==> config.mk <==
export PLATFORM = sky130hd
export DESIGN_NAME = quadrature_decoder_param
export DESIGN_NICKNAME = d
export VERILOG_FILES = /design/src/rtl/quadrature_decoder_param.sv
export SDC_FILE = /design/constraint.sdc
export NUM_CORES = 1
export LEC_CHECK = 0
export ABC_AREA = 1
export BUFFER_PORTS_ARGS = -buffer_cell sky130_fd_sc_hd__buf_2
export CORE_MARGIN = 8
export CORE_UTILIZATION = 40
export DETAILED_ROUTE_END_ITERATION = 10
export HOLD_SLACK_MARGIN = 0.12
export PLACE_DENSITY_LB_ADDON = 0.25
export SYNTH_ARGS = -nofsm -noshare
export SYNTH_HDL_FRONTEND = slang
export SYNTH_SLANG_ARGS = --single-unit
==> constraint.sdc <==
create_clock -name clk -period 5.83 [get_ports clk]
set_input_delay 0.2915 -clock clk [delete_from_list [all_inputs] [get_ports clk]]
set_output_delay 0.2915 -clock clk [all_outputs]
set_load 0.05 [all_outputs]
==> src/rtl/quadrature_decoder_param.sv <==
// Quadrature decoder: synchronised, glitch-filtered A/B inputs, run-time x1/x2/x4 decode, wrapping signed count.
// Define QUAD_ENC_INDEX_EN to build the index channel (idx input, idx_seen output).
//
// state     | meaning
// ST_SETTLE | after reset release: filters follow synced inputs directly, no counts, no err
// ST_RUN    | filtered transitions decoded into counts, pulses and err
module quadrature_decoder_param #(
    parameter int CNT_W       = 32,
    parameter int SYNC_STAGES = 2,
    parameter int FILT_LEN    = 4
) (
    input  logic                    clk,
    input  logic                    reset,
    input  logic                    a,
    input  logic                    b,
    input  logic                    clr,
    input  logic [1:0]              mode,
    output logic signed [CNT_W-1:0] counter,
    output logic                    cw,
    output logic                    ccw,
    output logic                    dir,
    output logic                    err
`ifdef QUAD_ENC_INDEX_EN
    ,
    input  logic                    idx,
    output logic                    idx_seen
`endif
);

`ifdef QUAD_ENC_INDEX_EN
    localparam int NCH = 3;
`else
    localparam int NCH = 2;
`endif
    localparam int FW         = $clog2(FILT_LEN + 1);
    localparam int SETTLE_LEN = SYNC_STAGES + FILT_LEN;
    localparam int SW         = $clog2(SETTLE_LEN + 1);

    typedef enum logic {
        ST_SETTLE = 1'b0,
        ST_RUN    = 1'b1
    } state_t;

    state_t                          state_q, state_d;
    logic [SW-1:0]                   settle_q, settle_d;
    logic [NCH-1:0]                  raw;
    logic [NCH-1:0]                  synced;
    logic [NCH-1:0]                  filt_q;
    logic [NCH-1:0]                  prev_q;
    logic [NCH-1:0][SYNC_STAGES-1:0] sync_q;
    logic [NCH-1:0][FW-1:0]          fcnt_q;

    logic [CNT_W-1:0] counter_q, counter_d;
    logic             cw_q, cw_d;
    logic             ccw_q, ccw_d;
    logic             dir_q, dir_d;
    logic             err_q, err_d;

    logic [3:0] trans;
    logic       a_chg, b_chg, fwd, rev, gate;

`ifdef QUAD_ENC_INDEX_EN
    logic idx_seen_q, idx_seen_d;
    logic idx_rise;
    assign raw      = {idx, b, a};
    assign idx_rise = filt_q[2] & ~prev_q[2];
`else
    assign raw = {b, a};
`endif

    always_comb begin
        synced = '0;
        for (int ch = 0; ch < NCH; ch++) begin
            synced[ch] = sync_q[ch][SYNC_STAGES-1];
        end
    end

    // Per channel: sync chain, then the filter accepts a new level only after FILT_LEN differing cycles.
    always_ff @(posedge clk or posedge reset) begin
        if (reset) begin
            sync_q <= '0;
            fcnt_q <= '0;
            filt_q <= '0;
            prev_q <= '0;
        end else begin
            prev_q <= filt_q;
            for (int ch = 0; ch < NCH; ch++) begin
                sync_q[ch] <= {sync_q[ch][SYNC_STAGES-2:0], raw[ch]};
                if (state_q == ST_SETTLE) begin
                    filt_q[ch] <= synced[ch];
                    fcnt_q[ch] <= '0;
                end else if (synced[ch] != filt_q[ch]) begin
                    if (fcnt_q[ch] == FW'(FILT_LEN - 1)) begin
                        filt_q[ch] <= synced[ch];
                        fcnt_q[ch] <= '0;
                    end else begin
                        fcnt_q[ch] <= fcnt_q[ch] + FW'(1);
                    end
                end else begin
                    fcnt_q[ch] <= '0;
                end
            end
        end
    end

    always_ff @(posedge clk or posedge reset) begin
        if (reset) begin
            state_q    <= ST_SETTLE;
            settle_q   <= SW'(SETTLE_LEN);
            counter_q  <= '0;
            cw_q       <= 1'b0;
            ccw_q      <= 1'b0;
            dir_q      <= 1'b0;
            err_q      <= 1'b0;
`ifdef QUAD_ENC_INDEX_EN
            idx_seen_q <= 1'b0;
`endif
        end else begin
            state_q    <= state_d;
            settle_q   <= settle_d;
            counter_q  <= counter_d;
            cw_q       <= cw_d;
            ccw_q      <= ccw_d;
            dir_q      <= dir_d;
            err_q      <= err_d;
`ifdef QUAD_ENC_INDEX_EN
            idx_seen_q <= idx_seen_d;
`endif
        end
    end

    always_comb begin
        state_d   = state_q;
        settle_d  = settle_q;
        counter_d = counter_q;
        cw_d      = 1'b0;
        ccw_d     = 1'b0;
        dir_d     = dir_q;
        err_d     = err_q;
`ifdef QUAD_ENC_INDEX_EN
        idx_seen_d = idx_seen_q;
`endif
        trans = {prev_q[0], prev_q[1], filt_q[0], filt_q[1]};
        a_chg = prev_q[0] ^ filt_q[0];
        b_chg = prev_q[1] ^ filt_q[1];
        fwd   = 1'b0;
        rev   = 1'b0;

        // {prev a, prev b, new a, new b}; CW order is 00 -> 10 -> 11 -> 01 -> 00
        case (trans)
            4'b0010, 4'b1011, 4'b1101, 4'b0100: fwd = 1'b1;
            4'b0001, 4'b0111, 4'b1110, 4'b1000: rev = 1'b1;
            default: ;
        endcase

        case (mode)
            2'b00:   gate = a_chg & ~filt_q[1];
            2'b01:   gate = a_chg;
            default: gate = 1'b1;
        endcase

        if (state_q == ST_SETTLE) begin
            settle_d = settle_q - SW'(1);
            if (settle_q == SW'(1)) begin
                state_d = ST_RUN;
            end
        end else begin
            if (a_chg && b_chg) begin
                err_d = 1'b1;
            end else if (fwd && gate) begin
                counter_d = counter_q + CNT_W'(1);
                cw_d      = 1'b1;
                dir_d     = 1'b1;
            end else if (rev && gate) begin
                counter_d = counter_q - CNT_W'(1);
                ccw_d     = 1'b1;
                dir_d     = 1'b0;
            end
`ifdef QUAD_ENC_INDEX_EN
            if (idx_rise) begin
                counter_d  = '0;
                idx_seen_d = 1'b1;
            end
`endif
        end

        if (clr) begin
            counter_d = '0;
            err_d     = 1'b0;
            cw_d      = 1'b0;
            ccw_d     = 1'b0;
            dir_d     = dir_q;
`ifdef QUAD_ENC_INDEX_EN
            idx_seen_d = 1'b0;
`endif
        end
    end

    assign counter = counter_q;
    assign cw      = cw_q;
    assign ccw     = ccw_q;
    assign dir     = dir_q;
    assign err     = err_q;
`ifdef QUAD_ENC_INDEX_EN
    assign idx_seen = idx_seen_q;
`endif

endmodule

* Word level (Yosys, flattened, before mapping) *
Index checks and enable logic that the tools add are counted.

storage, ports and cells
  input port bits = 7
  bits in registers = 54
  logic and storage cells = 95

cells by class
  bitwise operators = 6
  muxes and demuxes = 36
  reductions and logical operators = 15
  add/sub/neg operators = 5
  equal/unequal tests = 19

operators with widths
  cell                                                number
  2-to-1 mux 32 bit                                   5
  adder 32 x 1 -> 32 bit, second input constant       1
  subtractor 32 x 1 -> 32 bit, second input constant  1
  2-to-1 mux 1 bit                                    24
  2-to-1 mux 3 bit                                    6
  == test 4 bit, second input constant                4
  == test 4 x 3 -> 1 bit, second input constant       2
  != test 2 x 1 -> 1 bit, second input constant       4
  OR reduction 4 bit                                  2
  adder 3 x 1 -> 3 bit, second input constant         2
  == test 3 x 2 -> 1 bit, second input constant       2
  AND reduction 2 bit                                 3
  nonzero test 2 bit                                  3
  == test 4 x 1 -> 1 bit, second input constant       1
  == test 4 x 2 -> 1 bit, second input constant       1
  AND reduction 4 bit                                 1
  == test 3 x 1 -> 1 bit, second input constant       1
  logical AND 1 bit                                   3
  inverter 1 bit                                      3
  AND reduction 3 bit                                 1
  nonzero test 3 bit                                  1
  subtractor 3 x 1 -> 3 bit, second input constant    1
  == test 2 x 1 -> 1 bit, second input constant       1
  zero test 2 bit                                     1
  5 further kinds                                     7

* Logic depth before layout (Yosys ltp) *
  word-level depth = 9
  depth in mapped cells = 17
  depth with buffers taken out = 17

* Worst setup path before layout *
OpenSTA, ideal clock, no wires.

  kind = reg2reg
  start = register filt_q[1]
  end = register counter_q[16] (netlist: counter[16])
  stages on the path, launching flop included = 14
  clock period less this slack = 2.708 ns
  library setup time = 0.119 ns
  buffers on the path = 0
  arrival = 2.589 ns
  required time = 5.711 ns
  setup slack = 3.122 ns
  path through = dfrtp_1 xor2_1 nor2_1 nand2_2 fa_1 nand3_1 nand3_1 nand2_1 nand2_1 nand2_1 nand2_1 or2_2 nand3_1 nand2_1

between the ends
  longest elaborated chain between the ends = 8
  elaborated cells on any way between the ends = 26
  classes of those cells = eq/ne (9); mux (7); bitwise (3); reduce/logical (7)

ends and longest elaborated chain
  what                                                                    line      text
  start, declared                                                         48        logic [NCH-1:0] filt_q;
  start signal, assigned by index                                         90        filt_q[ch] <= synced[ch];
  start signal, assigned by index                                         94        filt_q[ch] <= synced[ch];
  == test 4 x 2 -> 1 bit, or another cell as far along                    150       case (trans)
  OR reduction 4 bit or bitwise AND 1 bit (tied branches)                 150, 157
  2-to-1 mux 1 bit or one-hot mux 1 bit (2 select lines) (tied branches)  150, 156
  logical AND 1 bit                                                       170       end else if (fwd && gate) begin
  2-to-1 mux 32 bit                                                       170
  2-to-1 mux 32 bit                                                       168       if (a_chg && b_chg) begin
  2-to-1 mux 32 bit                                                       162       if (state_q == ST_SETTLE) begin
  2-to-1 mux 32 bit                                                       187       if (clr) begin
  end signal, assigned                                                    121       counter_q <= counter_d;
  end, declared                                                           53        logic [CNT_W-1:0] counter_q, counter_d;

Parallel ways exist; a longest one is shown, timed or not. The select of a mux whose other input is x is not followed.
A chain may end at the register's enable or synchronous reset.

* Worst setup path after layout *
  start = register filt_q[0]
  end = register counter_q[16] (netlist: counter[16])

between the ends
  longest elaborated chain between the ends = 8
  elaborated cells on any way between the ends = 25
  classes of those cells = eq/ne (9); mux (7); bitwise (2); reduce/logical (7)

ends and longest elaborated chain
  what                                                                    line
  == test 4 x 2 -> 1 bit, or another cell as far along                    150
  OR reduction 4 bit or bitwise AND 1 bit (tied branches)                 150, 157
  2-to-1 mux 1 bit or one-hot mux 1 bit (2 select lines) (tied branches)  150, 156
  logical AND 1 bit                                                       170
  2-to-1 mux 32 bit                                                       170
  2-to-1 mux 32 bit                                                       168
  2-to-1 mux 32 bit                                                       162
  2-to-1 mux 32 bit                                                       187

Parallel ways exist; a longest one is shown, timed or not. The select of a mux whose other input is x is not followed.

==> flow_metrics.tcl <==
set metrics [dict create \
    synth-simple-area-share_pct 38.29 \
    path_common_cell "nand2_1" \
    cts_tree "yes" \
    portBuffers 42 \
    finalCriticalPeriod_ns 3.371 \
    numCtsBuffers 5 \
    status "finished clean" \
    r2r-start "filt_q[0]" \
    dr_total_vias 4262 \
    synth_xor_xnor_area_share_pct 2.299 \
    finalSetupTns_ns 0 \
    rsz0062_at_grt "false" \
    drive_gt1_share_pct 10.80 \
    first_global_vias 4303 \
    syn_area_per_cell_um2 6.421 \
    start_util_pct 40.56 \
    synth_top_family_by_area "simple AND/OR/NAND/NOR gates" \
    nNetsFinal 807 \
    yosys_warnings 0 \
    grt_overflow 0 \
    skew_ns 0.01305 \
    area_growth_pct 10.95 \
    cp_max_fo 41 \
    slowest_stage "fa_1" \
    slew_violations 0 \
    min_path_type "input pin to async pin" \
    crit_start "filt_q[0]" \
    crit_arrival_ns 3.57 \
    num_rows 39 \
    clock_tree.htree_level_count 2 \
    dieArea_um2 15110 \
    core-area_um2 11270 \
    root_buffer "clkbuf_16" \
    synth_cells 712 \
    ys_seq_area_share_pct 29.61 \
    cts.clk_slew.worst_paths_ns 0.09 \
    clock_path_buffers 2 \
    synthAdderAreaFrac_pct 11.66 \
    max_stage_delay_ns 0.70 \
    synth_fp_nets 761 \
    totalWireLength_mm 11.67 \
    slew_headroom_pct 39.11 \
    final-hold-violation-count 0 \
    firstDrtPassIters 5 \
    synth_compound_area_share_pct 5.939 \
    grt_max_degree 55 \
    viasPerCell 4.725 \
    drtIter0Drc 208 \
    drc_errors 0 \
    num_antenna_cells 0 \
    synth-seq-cells 54 \
    path_cells "xor2_1 -> nand2_1 -> nand2_2 -> nand2_2 -> fa_1 -> nand3_1 -> nand3_1 -> nand2_1 -> nand2_1 -> nand2_1 -> nand2_1 -> or2_2 -> nand3_1 -> nand2_1" \
    ant_nets 0 \
    criticalPathCategory "flop to flop" \
    max_freq_mhz 296.7 \
    ctsResizeCount 0 \
    synthMuxAreaShare_pct 0.2463 \
    ios 43 \
    syn_area_um2 4572 \
    fp.dieH_um 122.9 \
    clock_latency_ns 0.32 \
    post_drt_wl_per_cell_um 12.94 \
    grt_pass1_wl_mm 20.00 \
    seq_area_um2 1354 \
    fillCellCount 1205 \
    grtUsageTotal_pct 16.56 \
    synth_cell_types 36 \
    cp.required_ns 6.03 \
    cts_sinks 54 \
    final_util_pct 45.00 \
    die_width_um 122.9 \
    multiInputGateArea_um2 2671 \
    setup_viol 0 \
    cp-end-kind "flop" \
    startpoint_type "flop" \
    gp_congestion 0.9002 \
    finalCritPeriodShare_pct 57.82 \
    dp_hpwl_mm 9.111 \
    antenna_found_initial 0 \
    cap_violations 0 \
    tightest_slew_ns 0.9101 \
]
stage by stage:
| step | hold slack [ns] | setup WS (ns) | instances | cell area [um^2] |
|---|---|---|---|---|
| finish | 0.1647 | 2.459 | 902 | 5072 |
| floorplan | 0.3229 | 3.122 | 712 | 4572 |
| detailed placement | 0.3381 | 2.506 | 892 | 4898 |
| global route | 0.1956 | 2.176 | 902 | 5072 |
| global placement | 0.3351 | 2.574 | 892 | 4898 |
| CTS | 0.1773 | 2.474 | 902 | 5072 |
cell usage after synthesis, drive strengths merged:
cell type | instances | area (um^2)
ha | 41 | 513.0
fa | 1 | 20.02
o21ai | 19 | 132.6
mux2 | 1 | 11.26
xor2 | 4 | 35.03
nor3b | 2 | 15.01
o21bai | 2 | 15.01
a21o | 2 | 15.01
a21oi | 21 | 108.9
and2 | 4 | 25.02
xnor2 | 8 | 70.07
nand3b | 3 | 22.52
dfrtp | 52 | 1301
or2 | 3 | 18.77
nand3 | 41 | 210.2
nor3 | 7 | 35.03
dfstp | 2 | 52.55
nor2 | 55 | 209.0
nand4 | 4 | 25.02
nor4 | 1 | 6.260
nand2 | 308 | 1184
buf | 6 | 70.06
inv | 125 | 476.7
sequential cells by signal, summed over array words and instances, names as in the netlist:
register,flops
sync_q,4
fcnt_q,6
prev_q,2
state_q,1
settle_q,3
counter,32
filt_q,2
err,1
cw,1
ccw,1
dir,1
per-layer routing:
layer	global-route usage (%)	part of all wire (%)	vias up
li1	-	-	2255
met1	20.86	47	1901
met2	27.69	45	89
met3	2.831	5.1	17
met4	6.550	2.3	0
met5	0	0	-
path summary, 6_finish.rpt:
path,endpoint,depth (start not counted),slack (ns)
setup / recovery,counter[16],14,2.46
hold reg to reg,sync_q[3],0,0.35
min in group clk,err,2,0.18
hold / removal,counter[9],3,0.16
setup reg to reg,counter[16],14,2.46
max in group asynchronous,counter[4],3,5.19
layout by cell type, fill, tap and decap left out, drive strengths merged, types with 4 or more instances in the layout:
master / Yosys / final
nand3: 41 / 41
xor2: 4 / 4
and2: 4 / 4
clkbuf: 0 / 5
nand2: 308 / 308
nor2: 55 / 55
dfrtp: 52 / 52
ha: 41 / 41
a21oi: 21 / 21
inv: 125 / 127
o21ai: 19 / 19
buf: 6 / 43
nand4: 4 / 4
xnor2: 8 / 8
nor3: 7 / 7
repair_timing:
action                    4_1_cts  5_1_grt
buffers inserted                0        0
hold buffers                    2        0
hold endpoints to repair        2        0
final cells by class:
class | instances | area share [%]
Clock buffer | 5 | 2.467
Clock inverter | 3 | 0.5673
Inverter | 125 | 9.398
Multi-Input combinational cell | 527 | 52.66
Sequential cell | 54 | 26.69
Tap cell | 143 | 3.527
Timing Repair Buffer | 45 | 4.687
critical path, delay by kind of cell, from the launching register on:
| kind | cells | cell delay [ns] |
|---|---|---|
| and+or+nand+nor | 12 | 1.88 |
| DFF | 1 | 0.45 |
| xor gates and xnor gates | 1 | 0.24 |
| adders and majority gates | 1 | 0.70 |
cells by family after synthesis:
family	Yosys count
AND/OR/NAND/NOR	428
AO/OA/AOI/OAI	44
buffers and inverters	131
flip-flops	54
XOR/XNOR	12
multiplexers	1
adder cells (fa/ha/maj)	42
Power is not shown: default switching activity piles up to over one toggle a cycle in this logic, so the estimate is an artifact.
